===== src/rtl/midpoint_circle_gen.sv =====
// Midpoint (Bresenham) circle generator: streams the 8 octant points of every
// iteration for a latched centre/radius over a valid/ready output port.
module midpoint_circle_gen #(
    parameter int unsigned COORD_W = 10,
    parameter int unsigned RAD_W   = 7
) (
    input  logic               clk,
    input  logic               rst_n,
    input  logic               start,
    input  logic [RAD_W-1:0]   radius,
    input  logic [COORD_W-1:0] cx,
    input  logic [COORD_W-1:0] cy,
    output logic               pt_valid,
    input  logic               pt_ready,
    output logic [COORD_W-1:0] pt_x,
    output logic [COORD_W-1:0] pt_y,
    output logic [2:0]         pt_oct,
    output logic               busy,
    output logic               done
);

    localparam int unsigned XY_W  = RAD_W + 1;
    localparam int unsigned ERR_W = RAD_W + 3;

    typedef enum logic [1:0] {
        S_IDLE,
        S_EMIT,
        S_STEP,
        S_DONE
    } state_t;

    state_t                    state_q, state_d;
    logic signed [XY_W-1:0]    x_q, x_d;
    logic signed [XY_W-1:0]    y_q, y_d;
    logic signed [ERR_W-1:0]   err_q, err_d;
    logic [2:0]                oct_q, oct_d;
    logic [COORD_W-1:0]        cx_q, cx_d;
    logic [COORD_W-1:0]        cy_q, cy_d;
    logic                      pt_valid_q, pt_valid_d;
    logic [COORD_W-1:0]        pt_x_q, pt_x_d;
    logic [COORD_W-1:0]        pt_y_q, pt_y_d;
    logic [2:0]                pt_oct_q, pt_oct_d;
    logic                      busy_q, busy_d;
    logic                      done_q, done_d;

    logic signed [XY_W-1:0]    x_n, y_n;
    logic signed [ERR_W-1:0]   x_n_e, y_n_e;
    logic [COORD_W-1:0]        x_c, y_c;
    logic [COORD_W-1:0]        px, py;

    // Next-state, iteration update and registered-output preparation
    always_comb begin
        state_d    = state_q;
        x_d        = x_q;
        y_d        = y_q;
        err_d      = err_q;
        oct_d      = oct_q;
        cx_d       = cx_q;
        cy_d       = cy_q;
        pt_x_d     = pt_x_q;
        pt_y_d     = pt_y_q;
        pt_oct_d   = pt_oct_q;
        x_n        = x_q - XY_W'(1);
        y_n        = y_q + XY_W'(1);
        x_n_e      = ERR_W'(x_n);
        y_n_e      = ERR_W'(y_n);
        x_c        = '0;
        y_c        = '0;
        px         = '0;
        py         = '0;

        unique case (state_q)
            S_IDLE: begin
                if (start) begin
                    cx_d    = cx;
                    cy_d    = cy;
                    x_d     = XY_W'(radius);
                    y_d     = '0;
                    err_d   = ERR_W'(1) - ERR_W'(radius);
                    oct_d   = '0;
                    state_d = S_EMIT;
                end
            end
            S_EMIT: begin
                if (pt_ready) begin
                    if (oct_q == 3'd7) begin
                        state_d = S_STEP;
                    end else begin
                        oct_d = oct_q + 3'd1;
                    end
                end
            end
            S_STEP: begin
                y_d = y_n;
                if (err_q[ERR_W-1]) begin
                    err_d = err_q + (y_n_e <<< 1) + ERR_W'(1);
                end else begin
                    x_d   = x_n;
                    err_d = err_q + ((y_n_e - x_n_e) <<< 1) + ERR_W'(1);
                end
                if (x_d >= y_d) begin
                    oct_d   = '0;
                    state_d = S_EMIT;
                end else begin
                    state_d = S_DONE;
                end
            end
            S_DONE: begin
                state_d = S_IDLE;
            end
            default: begin
                state_d = S_IDLE;
            end
        endcase

        // Octant mirror of the next point; x/y are non-negative while emitting
        x_c = COORD_W'($unsigned(x_d));
        y_c = COORD_W'($unsigned(y_d));
        unique case (oct_d)
            3'd0: begin px = cx_d + x_c; py = cy_d + y_c; end
            3'd1: begin px = cx_d + y_c; py = cy_d + x_c; end
            3'd2: begin px = cx_d - y_c; py = cy_d + x_c; end
            3'd3: begin px = cx_d - x_c; py = cy_d + y_c; end
            3'd4: begin px = cx_d - x_c; py = cy_d - y_c; end
            3'd5: begin px = cx_d - y_c; py = cy_d - x_c; end
            3'd6: begin px = cx_d + y_c; py = cy_d - x_c; end
            default: begin px = cx_d + x_c; py = cy_d - y_c; end
        endcase

        pt_valid_d = (state_d == S_EMIT);
        busy_d     = (state_d != S_IDLE);
        done_d     = (state_d == S_DONE);
        if (pt_valid_d) begin
            pt_x_d   = px;
            pt_y_d   = py;
            pt_oct_d = oct_d;
        end
    end

    always_ff @(posedge clk or negedge rst_n) begin
        if (!rst_n) begin
            state_q    <= S_IDLE;
            x_q        <= '0;
            y_q        <= '0;
            err_q      <= '0;
            oct_q      <= '0;
            cx_q       <= '0;
            cy_q       <= '0;
            pt_valid_q <= 1'b0;
            pt_x_q     <= '0;
            pt_y_q     <= '0;
            pt_oct_q   <= '0;
            busy_q     <= 1'b0;
            done_q     <= 1'b0;
        end else begin
            state_q    <= state_d;
            x_q        <= x_d;
            y_q        <= y_d;
            err_q      <= err_d;
            oct_q      <= oct_d;
            cx_q       <= cx_d;
            cy_q       <= cy_d;
            pt_valid_q <= pt_valid_d;
            pt_x_q     <= pt_x_d;
            pt_y_q     <= pt_y_d;
            pt_oct_q   <= pt_oct_d;
            busy_q     <= busy_d;
            done_q     <= done_d;
        end
    end

    assign pt_valid = pt_valid_q;
    assign pt_x     = pt_x_q;
    assign pt_y     = pt_y_q;
    assign pt_oct   = pt_oct_q;
    assign busy     = busy_q;
    assign done     = done_q;

endmodule


===== config.mk =====
export PLATFORM = sky130hd
export DESIGN_NAME = midpoint_circle_gen
export DESIGN_NICKNAME = d
export VERILOG_FILES = /design/src/rtl/midpoint_circle_gen.sv
export SDC_FILE = /design/constraint.sdc
export NUM_CORES = 1
export LEC_CHECK = 0
export BUFFER_PORTS_ARGS = -buffer_cell sky130_fd_sc_hd__buf_2
export CORE_ASPECT_RATIO = 1.4
export CORE_MARGIN = 2
export CORE_UTILIZATION = 45
export DETAILED_ROUTE_END_ITERATION = 8
export GPL_TIMING_DRIVEN = 1
export SYNTH_ARGS = -nofsm -noshare
export SYNTH_HDL_FRONTEND = slang
export SYNTH_SLANG_ARGS = --single-unit

===== constraint.sdc =====
create_clock -name clk -period 6.1 [get_ports clk]
set_input_delay 0.915 -clock clk [delete_from_list [all_inputs] [get_ports clk]]
set_output_delay 0.915 -clock clk [all_outputs]
set_load 0.01 [all_outputs]

==> results.sh, run 1 <==
export IMPL_status="finished, final reports clean"
export IMPL_root_buffer="clkbuf_16"
export IMPL_drc_errors=0
export IMPL_cts_clk_slew_worst_paths_ps=70
export IMPL_die_h_um=147.7
export IMPL_grt_setup_unrepaired="false"
export IMPL_wl_met3_um=824
export IMPL_drive_gt1_frac=0.1567
export IMPL_ioPinCount=57
export IMPL_overflow=0
export IMPL_ant_nets=0
export IMPL_first_iter_violations=438
export IMPL_diodes=0
export IMPL_clock_skew_ps=7.919
export IMPL_cts_buffers=9
export IMPL_clkSinkCount=77
export IMPL_synth_top_area_cell="dfrtp_1"
export IMPL_synth_area_um2=6634
export IMPL_clk_path_buf_depth=2
export IMPL_ys_flop_type="dfrtp_1"
export IMPL_syn_inst=838
export IMPL_yosysUniqueCellTypes=76
export IMPL_clk_latency_ps=340
export IMPL_wirelength_mm=20.94
export IMPL_synthArstFlopShare=1.000
export IMPL_synth_edf_count=0
export IMPL_ys_warn_count=0
export IMPL_arrival_ps=5860
export IMPL_fin_nets=993
export IMPL_wire_per_inst_um=19.12
export IMPL_maxCapViolations=0
export IMPL_synth_common_cells="nand2_1 (155), dfrtp_1 (77), a21oi_1 (61)"
export IMPL_viasPerCell=5.725
export IMPL_synth_most_common_cell="nand2_1"
export IMPL_r2r_cells=26
export IMPL_grtUsageTotal=0.2711
export IMPL_setup_viol=0
export IMPL_htreeDepth=3
export IMPL_wl_met2_mm=10.92
export IMPL_post_synth_top_area_fraction=0.2905
export IMPL_vias=6269
export IMPL_syn_nets=930
export IMPL_crit_required_ps=6320
export IMPL_core_um2=14440
export IMPL_dp_hpwl_mm=16.28
export IMPL_fin_crit_ps=5639
export IMPL_fmax_mhz=177.3
export IMPL_slew_violations=0
export IMPL_start_kind="register"
export IMPL_dieArea_um2=15740
export IMPL_rows=52
export IMPL_utilization=0.5269
export IMPL_place_gp_congestion=0.9260
export IMPL_hold_viol=0
export IMPL_routed_top_layer="met4"
export IMPL_area_delta_synth_final_pct=14.73
export IMPL_ys_seq_elements=77
export IMPL_initial_core_util=0.4593
export IMPL_io_buffers=56
export IMPL_holdCritPathClass="input pin to asynchronous set/reset pin"
export IMPL_fin_setup_tns_ps=0
export IMPL_cts_tree="yes"
export IMPL_antenna_found_initial=0
export IMPL_endpoint_kind="register"
export IMPL_grt_max_degree=56
export IMPL_tightest_slew_ps=855.0
export IMPL_slew_headroom=0.4300
export IMPL_avgSynthCellArea_um2=7.916
export IMPL_path_class="register to register"
export IMPL_grt_pass1_wl_mm=32.93
export IMPL_grt_pass1_vias=6292
export IMPL_met1_length_mm=7.886
export IMPL_seq_area_frac_synth=0.2905
export IMPL_die_w_um=106.6
export IMPL_cp_max_fo=11
export IMPL_netlist_top_cells_area="dfrtp_1 (29%), ha_1 (11%), nand2_1 (8.8%), xnor2_1 (5.5%), a21oi_1 (4.6%)"
export IMPL_post_route_period_util=0.9245
export IMPL_first_pass_iters=5
area by class of cell:
type | instances | area [um2]
fillers | 1424 | 6833
clock buffers | 10 | 239.0
inverters | 57 | 214.0
repair buffers | 93 | 560.5
well taps | 189 | 236.5
clock inverters | 6 | 47.55
multi-input cells | 663 | 4387
flip-flops and latches | 77 | 1927
through the flow:
step                      setup slack [ps]  hold WS, ps  std cells  instance area [um2]
after floorplan                      710.6        446.4        838                 6634
after global placement               367.6        454.3       1078                 7244
after detailed placement             160.8        464.4       1078                 7244
after CTS                            124.9        478.7       1094                 7531
after global routing                 16.82        475.4       1095                 7611
final                                460.7        463.2       1095                 7611
per-layer routing:
layer | vias up | global-route usage
met5 | - | 0
met4 | 0 | 0.1610
met3 | 71 | 0.03704
met2 | 209 | 0.4914
met1 | 2944 | 0.2969
li1 | 3045 | -
kinds of logic after synthesis:
| logic type | Yosys count | synth area share |
|---|---|---|
| and+or+nand+nor | 302 | 0.2062 |
| AOI/OAI and AO/OA | 222 | 0.2158 |
| buffers and inverters | 98 | 0.06054 |
| DFF | 77 | 0.2905 |
| xor gates and xnor gates | 63 | 0.08318 |
| adders and majority gates | 61 | 0.1207 |
| muxes | 15 | 0.02320 |
flip-flops by register name (all words and copies together) (netlist names):
register	count
cx_q	10
cy_q	10
err_q	10
pt_x	10
pt_y	10
x_q	8
y_q	8
oct_q	3
pt_oct	3
state_q	2
busy	1
done	1
pt_valid	1
critical path: stages, from the launching register on:
cell	delay (ps)
dfrtp_1	430
buf_4	180
nor3_4	280
nand2_1	150
xnor2_1	150
ha_1	290
a21o_1	180
a2111oi_0	390
o221ai_1	210
nor2_2	280
buf_4	150
o21bai_2	160
inv_1	180
buf_4	220
nand2_1	100
a311o_1	310
o31ai_1	70
a211oi_1	80
ha_1	330
a21o_1	190
a21o_1	170
a21oi_1	210
o21ai_0	180
a31oi_1	220
xnor2_1	150
xor2_1	150
o21ai_0	80
final timing paths:
| check | startpoint | endpoint | slack, ps |
|---|---|---|---|
| setup / recovery | x_q[0]$_DFF_PN0_ | pt_x[9]$_DFFE_PN0P_ | 460 |
| hold / removal | rst_n | err_q[2]$_DFFE_PN0P_ | 460 |
| setup reg to reg | x_q[0]$_DFF_PN0_ | pt_x[9]$_DFFE_PN0P_ | 460 |
| hold reg to reg | pt_x[0]$_DFFE_PN0P_ | pt_x[0]$_DFFE_PN0P_ | 470 |
| max in group asynchronous | rst_n | cy_q[8]$_DFF_PN0_ | 4590 |
| min in group clk | pt_x[0]$_DFFE_PN0P_ | pt_x[0]$_DFFE_PN0P_ | 470 |
placed cells by master, fill, tap and decap left out, types with 4 or more instances in the layout:
master,instances
a211oi_1,5
a21o_1,16
a21oi_1,61
a22oi_1,7
a31oi_1,14
and3_1,6
buf_2,55
buf_4,38
clkbuf_16,9
dfrtp_1,77
fa_1,5
ha_1,55
inv_1,55
mux2i_1,12
nand2_1,155
nand2b_1,7
nand3_1,19
nor2_1,50
nor2b_1,11
nor3_1,16
o211ai_1,5
o21ai_0,48
o21bai_1,7
o221ai_1,4
o22ai_1,10
o31ai_1,4
or2_2,4
or3_1,6
xnor2_1,40
xor2_1,20
what timing repair did:
| item | in CTS | in global routing |
|---|---|---|
| resized for setup | 0 | 14 |
| setup buffers | 0 | 1 |
| hold buffers | 0 | 0 |
| setup endpoints to repair | 0 | 5 |
Power of run 1 is not shown: default switching activity piles up to over one toggle a cycle in this logic, so the estimate is an artifact.
==> inputs of run 2 (changes only) <==
Settings changed: REMOVE_ABC_BUFFERS set to 1.
==> run 2 against run 1 <==
Effect of this change:
- die area did not move
- hold slack better by 6.6 ps
- fmax is 2.4% lower
- design area up 0.31%
- critical endpoint is now pt_y[9]$_DFFE_PN0P_
- sequential cell count did not move
- setup slack worse by 140 ps
- via count decreased by 0.11%
==> results.sh, run 2 (synthesis gave the netlist of run 1 again) <==
export IMPL_wirelength_mm=19.84
export IMPL_cts_tree="yes"
export IMPL_setup_viol=0
export IMPL_clk_latency_ps=340
export IMPL_crit_required_ps=6320
export IMPL_root_buffer="clkbuf_16"
export IMPL_holdCritPathClass="register to register"
export IMPL_slew_violations=0
export IMPL_antenna_found_initial=0
export IMPL_setup_slack_ps=319.8
export IMPL_io_buffers=56
export IMPL_die_w_um=106.6
export IMPL_maxCapViolations=0
export IMPL_fin_crit_ps=5780
export IMPL_crit_chain="inv_1 > ha_2 > nor2b_2 > nand2_1 > xnor2_1 > ha_1 > a2111oi_0 > o221ai_1 > nor2_2 > o22ai_2 > xnor2_1 > buf_4 > mux2i_1 > a22oi_1 > o21ai_0 > ha_1 > a21boi_0 > o21ai_0 > buf_4 > a21oi_1 > o21ai_0 > and3_1 > o2111ai_1 > nand3_1"
export IMPL_vias=6262
export IMPL_place_area_um2=7237
export IMPL_ioPinCount=57
export IMPL_critPathSlowestCell="xnor2_1"
export IMPL_cts_buffers=9
export IMPL_clk_path_buf_depth=2
export IMPL_start_kind="register"
export IMPL_drive_gt1_frac=0.1547
export IMPL_crit_start="x_q[0]$_DFF_PN0_"
export IMPL_r2r_setup_slack_ps=320
export IMPL_clkSinkCount=77
export IMPL_hold_end="pt_x[0]$_DFFE_PN0P_"
export IMPL_layout_common_cells="nand2_1 (155), dfrtp_1 (76), a21oi_1 (61)"
export IMPL_initial_core_util=0.4593
export IMPL_overflow=0
export IMPL_grtUsageTotal=0.2616
export IMPL_place_ws_ps=140.1
export IMPL_r2r_start="x_q[0]$_DFF_PN0_"
export IMPL_rows=52
export IMPL_grt_max_degree=78
export IMPL_fin_nets=992
export IMPL_endpoint_kind="register"
export IMPL_max_stage_delay_ps=500
export IMPL_path_class="register to register"
export IMPL_die_h_um=147.7
export IMPL_htreeDepth=3
export IMPL_first_pass_iters=5
export IMPL_fillers=1440
export IMPL_first_iter_violations=325
export IMPL_wire_per_inst_um=18.13
export IMPL_diodes=0
export IMPL_r2r_end="pt_y[9]$_DFFE_PN0P_"
export IMPL_core_um2=14440
export IMPL_dieArea_um2=15740
export IMPL_place_inst=1077
export IMPL_grt_pass1_wl_mm=32.39
export IMPL_area_delta_synth_final_pct=15.09
export IMPL_utilization=0.5286
export IMPL_slew_headroom=0.3201
export IMPL_viasPerCell=5.724
export IMPL_status="finished, final reports clean"
export IMPL_arrival_ps=6000
export IMPL_cts_clk_slew_worst_paths_ps=60
export IMPL_cp_max_fo=13
export IMPL_hold_viol=0
export IMPL_crit_top_cell="o21ai_0"
export IMPL_stdcell_area_um2=7635
export IMPL_worstHoldPathCells=2
export IMPL_tightest_slew_ps=1020
export IMPL_dp_hpwl_mm=15.17
export IMPL_place_gp_congestion=0.9483
export IMPL_post_route_period_util=0.9476
export IMPL_final_common_cell="nand2_1"
export IMPL_clock_skew_ps=5.155
export IMPL_fmax_mhz=173.0
export IMPL_min_from="pt_x[0]$_DFFE_PN0P_"
export IMPL_final_cells=1094
export IMPL_grt_pass1_vias=6443
export IMPL_drc_errors=0
export IMPL_ant_nets=0
export IMPL_r2r_cells=24
==> run 2: changes by cell type in the layout (fill, tap and decap cells not counted), moves of 2 or more <==
cell	delta
clkinv_4	-2
xnor2_1	+2
bufinv_16	+2
xnor2_2	-2
==> run 2: metal layers <==
metal  vias up  GRT usage  routed length (um)
li1       3046          -                   -
met1      2993     0.2893                7703
met2       165     0.4828               10610
met3        58    0.02998                 580
met4         0     0.1396                 944
met5         -          0                   0
==> run 2: final cells by class <==
| class | instances | area (um2) | share of cell area |
|---|---|---|---|
| timing repair buffer | 92 | 553.0 | 0.07244 |
| clock buffer | 11 | 242.7 | 0.03179 |
| tap | 189 | 236.5 | 0.03097 |
| multi-input combinational | 663 | 4377 | 0.5733 |
| inverter | 57 | 214.0 | 0.02802 |
| clock inverter | 5 | 83.83 | 0.01098 |
| sequential | 77 | 1928 | 0.2525 |
==> run 2: worst max-delay path: cells and delay by family (launching register included) <==
family,cells,cell delay [ps]
AND/OR/NAND/NOR,5,890
flip-flops,1,490
AO/OA/AOI/OAI,10,2050
XOR/XNOR,2,660
multiplexers,1,90
adder cells (fa/ha/maj),3,900
buffers and inverters,3,600
==> run 2: repair_timing <==
action | 4_1_cts | 5_1_grt
setup buffers | 0 | 1
gates resized for setup | 0 | 13
hold buffers | 0 | 0
endpoints found under the setup margin | 0 | 4
==> run 2: how the worst max path moves through the flow <==
stage / cells past startpoint / endpoint / slack, ps
2_1_floorplan: 24 / pt_y[9]$_DFFE_PN0P_ / 50
3_3_place_gp: 23 / pt_y[9]$_DFFE_PN0P_ / 290
3_5_place_dp: 25 / pt_x[9]$_DFFE_PN0P_ / 140
4_1_cts: 25 / pt_x[9]$_DFFE_PN0P_ / 110
5_1_grt: 26 / pt_y[8]$_DFFE_PN0P_ / -8
6_report: 24 / pt_y[9]$_DFFE_PN0P_ / 320
==> run 2: stage by stage <==
stage	TNS, ps	hold WS, ps
2_1_floorplan	0	446.4
3_3_place_gp	0	454.7
3_5_place_dp	0	460.6
4_1_cts	0	476.4
5_1_grt	-7.710	510.5
6_report	0	469.8
Power of run 2 is left out for the same reason.
==> inputs of run 3 (changes only) <==
--- a/config.mk
+++ b/config.mk
@@ -8,5 +8,4 @@
 export BUFFER_PORTS_ARGS = -buffer_cell sky130_fd_sc_hd__buf_2
 export CORE_ASPECT_RATIO = 1.4
-export CORE_MARGIN = 2
 export CORE_UTILIZATION = 45
 export DETAILED_ROUTE_END_ITERATION = 8
==> constraint.sdc (replaced) <==
create_clock -name clk -period 6.1 [get_ports clk]
set_input_delay 1.525 -clock clk [delete_from_list [all_inputs] [get_ports clk]]
set_output_delay 1.525 -clock clk [all_outputs]
set_load 0.01 [all_outputs]
==> run 3 against run 2 <==
Effect of this change:
- hold slack gained 1.2 ps
- register-to-register slack gained 80 ps
- sequential share of layout area shrank 0.23 points
- wire length shrank 0.26%
- cell count grew 0.37%
- non-clock buffer count grew 4
- highest routed layer unchanged
==> results.sh, run 3 (synthesis gave the netlist of run 1 again) <==
export IMPL_fin_nets=996
export IMPL_diodes=0
export IMPL_fmax_mhz=175.5
export IMPL_timing_hold_ws_ps=471.0
export IMPL_clk_path_buf_depth=2
export IMPL_initial_core_util=0.4593
export IMPL_grtUsageTotal=0.2700
export IMPL_place_gp_congestion=0.9126
export IMPL_die_w_um=104.6
export IMPL_htreeDepth=3
export IMPL_ant_nets=0
export IMPL_path_class="register to register"
export IMPL_layout_common_cells="nand2_1 (155), dfrtp_1 (77), a21oi_1 (60)"
export IMPL_hold_buffers=0
export IMPL_grt_setup_unrepaired="true"
export IMPL_hold_viol=0
export IMPL_setup_viol=0
export IMPL_grt_busiest_layer="met2"
export IMPL_grt_max_degree=78
export IMPL_clk_latency_ps=340
export IMPL_post_cts_setup_buffer_count=0
export IMPL_use_met1=0.2829
export IMPL_arrival_ps=5970
export IMPL_drive_gt1_frac=0.1628
export IMPL_maxCapViolations=0
export IMPL_io_buffers=56
export IMPL_crit_buf_inv=4
export IMPL_start_kind="register"
export IMPL_first_iter_violations=336
export IMPL_crit_required_ps=6380
export IMPL_tightest_slew_ps=1029
export IMPL_vias=6251
export IMPL_cts_clk_slew_worst_paths_ps=70
export IMPL_endpoint_kind="register"
export IMPL_core_um2=14440
export IMPL_first_pass_iters=4
export IMPL_wire_per_inst_um=18.02
export IMPL_post_route_period_util=0.9339
export IMPL_root_buffer="clkbuf_16"
export IMPL_place_inst=1082
export IMPL_grt_pass1_wl_mm=32.21
export IMPL_rows=52
export IMPL_slew_violations=0
export IMPL_cp_max_fo=20
export IMPL_critPathSlowestCell="dfrtp_1"
export IMPL_antenna_found_initial=0
export IMPL_die_h_um=145.7
export IMPL_path_delay_family="compound AO/OA/AOI/OAI gates"
export IMPL_stdcell_area_um2=7699
export IMPL_grt_pass1_vias=6415
export IMPL_final_cells=1098
export IMPL_cts_tree="yes"
export IMPL_grtUsageMet3=0.03403
export IMPL_wirelength_mm=19.79
export IMPL_ioPinCount=57
export IMPL_place_area_um2=7287
export IMPL_final_common_cell="nand2_1"
export IMPL_dieArea_um2=15240
export IMPL_clock_skew_ps=9.661
export IMPL_cts_buffers=9
export IMPL_grt_util_met2=0.5036
export IMPL_fin_crit_ps=5697
export IMPL_dp_hpwl_mm=15.31
export IMPL_holdCritPathClass="register to register"
export IMPL_max_stage_delay_ps=470
export IMPL_overflow=0
export IMPL_utilization=0.5330
export IMPL_status="finished, final reports clean"
export IMPL_slew_headroom=0.3142
export IMPL_viasPerCell=5.693
export IMPL_area_delta_synth_final_pct=16.05
export IMPL_drc_errors=0
export IMPL_clkSinkCount=77
## run 3: cell type report
| type | count | area, um2 |
|---|---|---|
| tap | 189 | 236.5 |
| sequential | 77 | 1927 |
| fill | 1396 | 6745 |
| inverter | 57 | 214.0 |
| clock inverter | 5 | 83.83 |
| multi-input combinational | 663 | 4399 |
| clock buffer | 11 | 242.7 |
| timing repair buffer | 96 | 595.6 |
## run 3: worst reg2reg max path, stage by stage, from the launching register on
cell and delay, ps:
dfrtp_1 470, inv_1 100, ha_2 220, nor4b_2 170
buf_4 160, xor2_1 150, ha_1 210, a21o_1 150
a2111oi_1 390, o221ai_1 210, nor2_2 260, o22ai_2 190
xnor2_1 320, buf_12 200, a21oi_1 100, o21ai_1 270
ha_1 290, nor2b_1 120, o21ai_0 210, a21boi_0 160
o21ai_0 170, buf_4 160, a21oi_1 100, o21a_1 210
or3_1 380, a32o_1 220, nand3_1 60
## run 3: metal layers
layer  up-vias  part of all wire
li1       3054                 -
met1      2973              0.38
met2       159              0.53
met3        65             0.029
met4         0             0.058
met5         -                 0
## run 3: per-stage QoR
step                worst slack, ps  TNS [ps]
floorplan                     53.85         0
global placement              347.4         0
detailed placement            193.5         0
CTS                           168.4         0
global route                 -12.13    -12.13
finish                        403.1         0
## run 3: final timing paths
check | from | endpoint | slack (ps) | cells past startpoint
max | x_q[1]$_DFF_PN0_ | pt_y[9]$_DFFE_PN0P_ | 400 | 26
max reg2reg | x_q[1]$_DFF_PN0_ | pt_y[9]$_DFFE_PN0P_ | 400 | 26
min reg2reg | pt_y[1]$_DFFE_PN0P_ | pt_y[1]$_DFFE_PN0P_ | 470 | 2
min in group asynchronous | rst_n | err_q[2]$_DFFE_PN0P_ | 1360 | 1
max in group asynchronous | rst_n | x_q[6]$_DFF_PN0_ | 4080 | 1
min | pt_y[1]$_DFFE_PN0P_ | pt_y[1]$_DFFE_PN0P_ | 470 | 2
## run 3: what timing repair did
action                     CTS  global route
resized for setup            0            18
setup endpoints to repair    0             5
hold endpoints to repair     0             0
Power of run 3 is left out for the same reason.
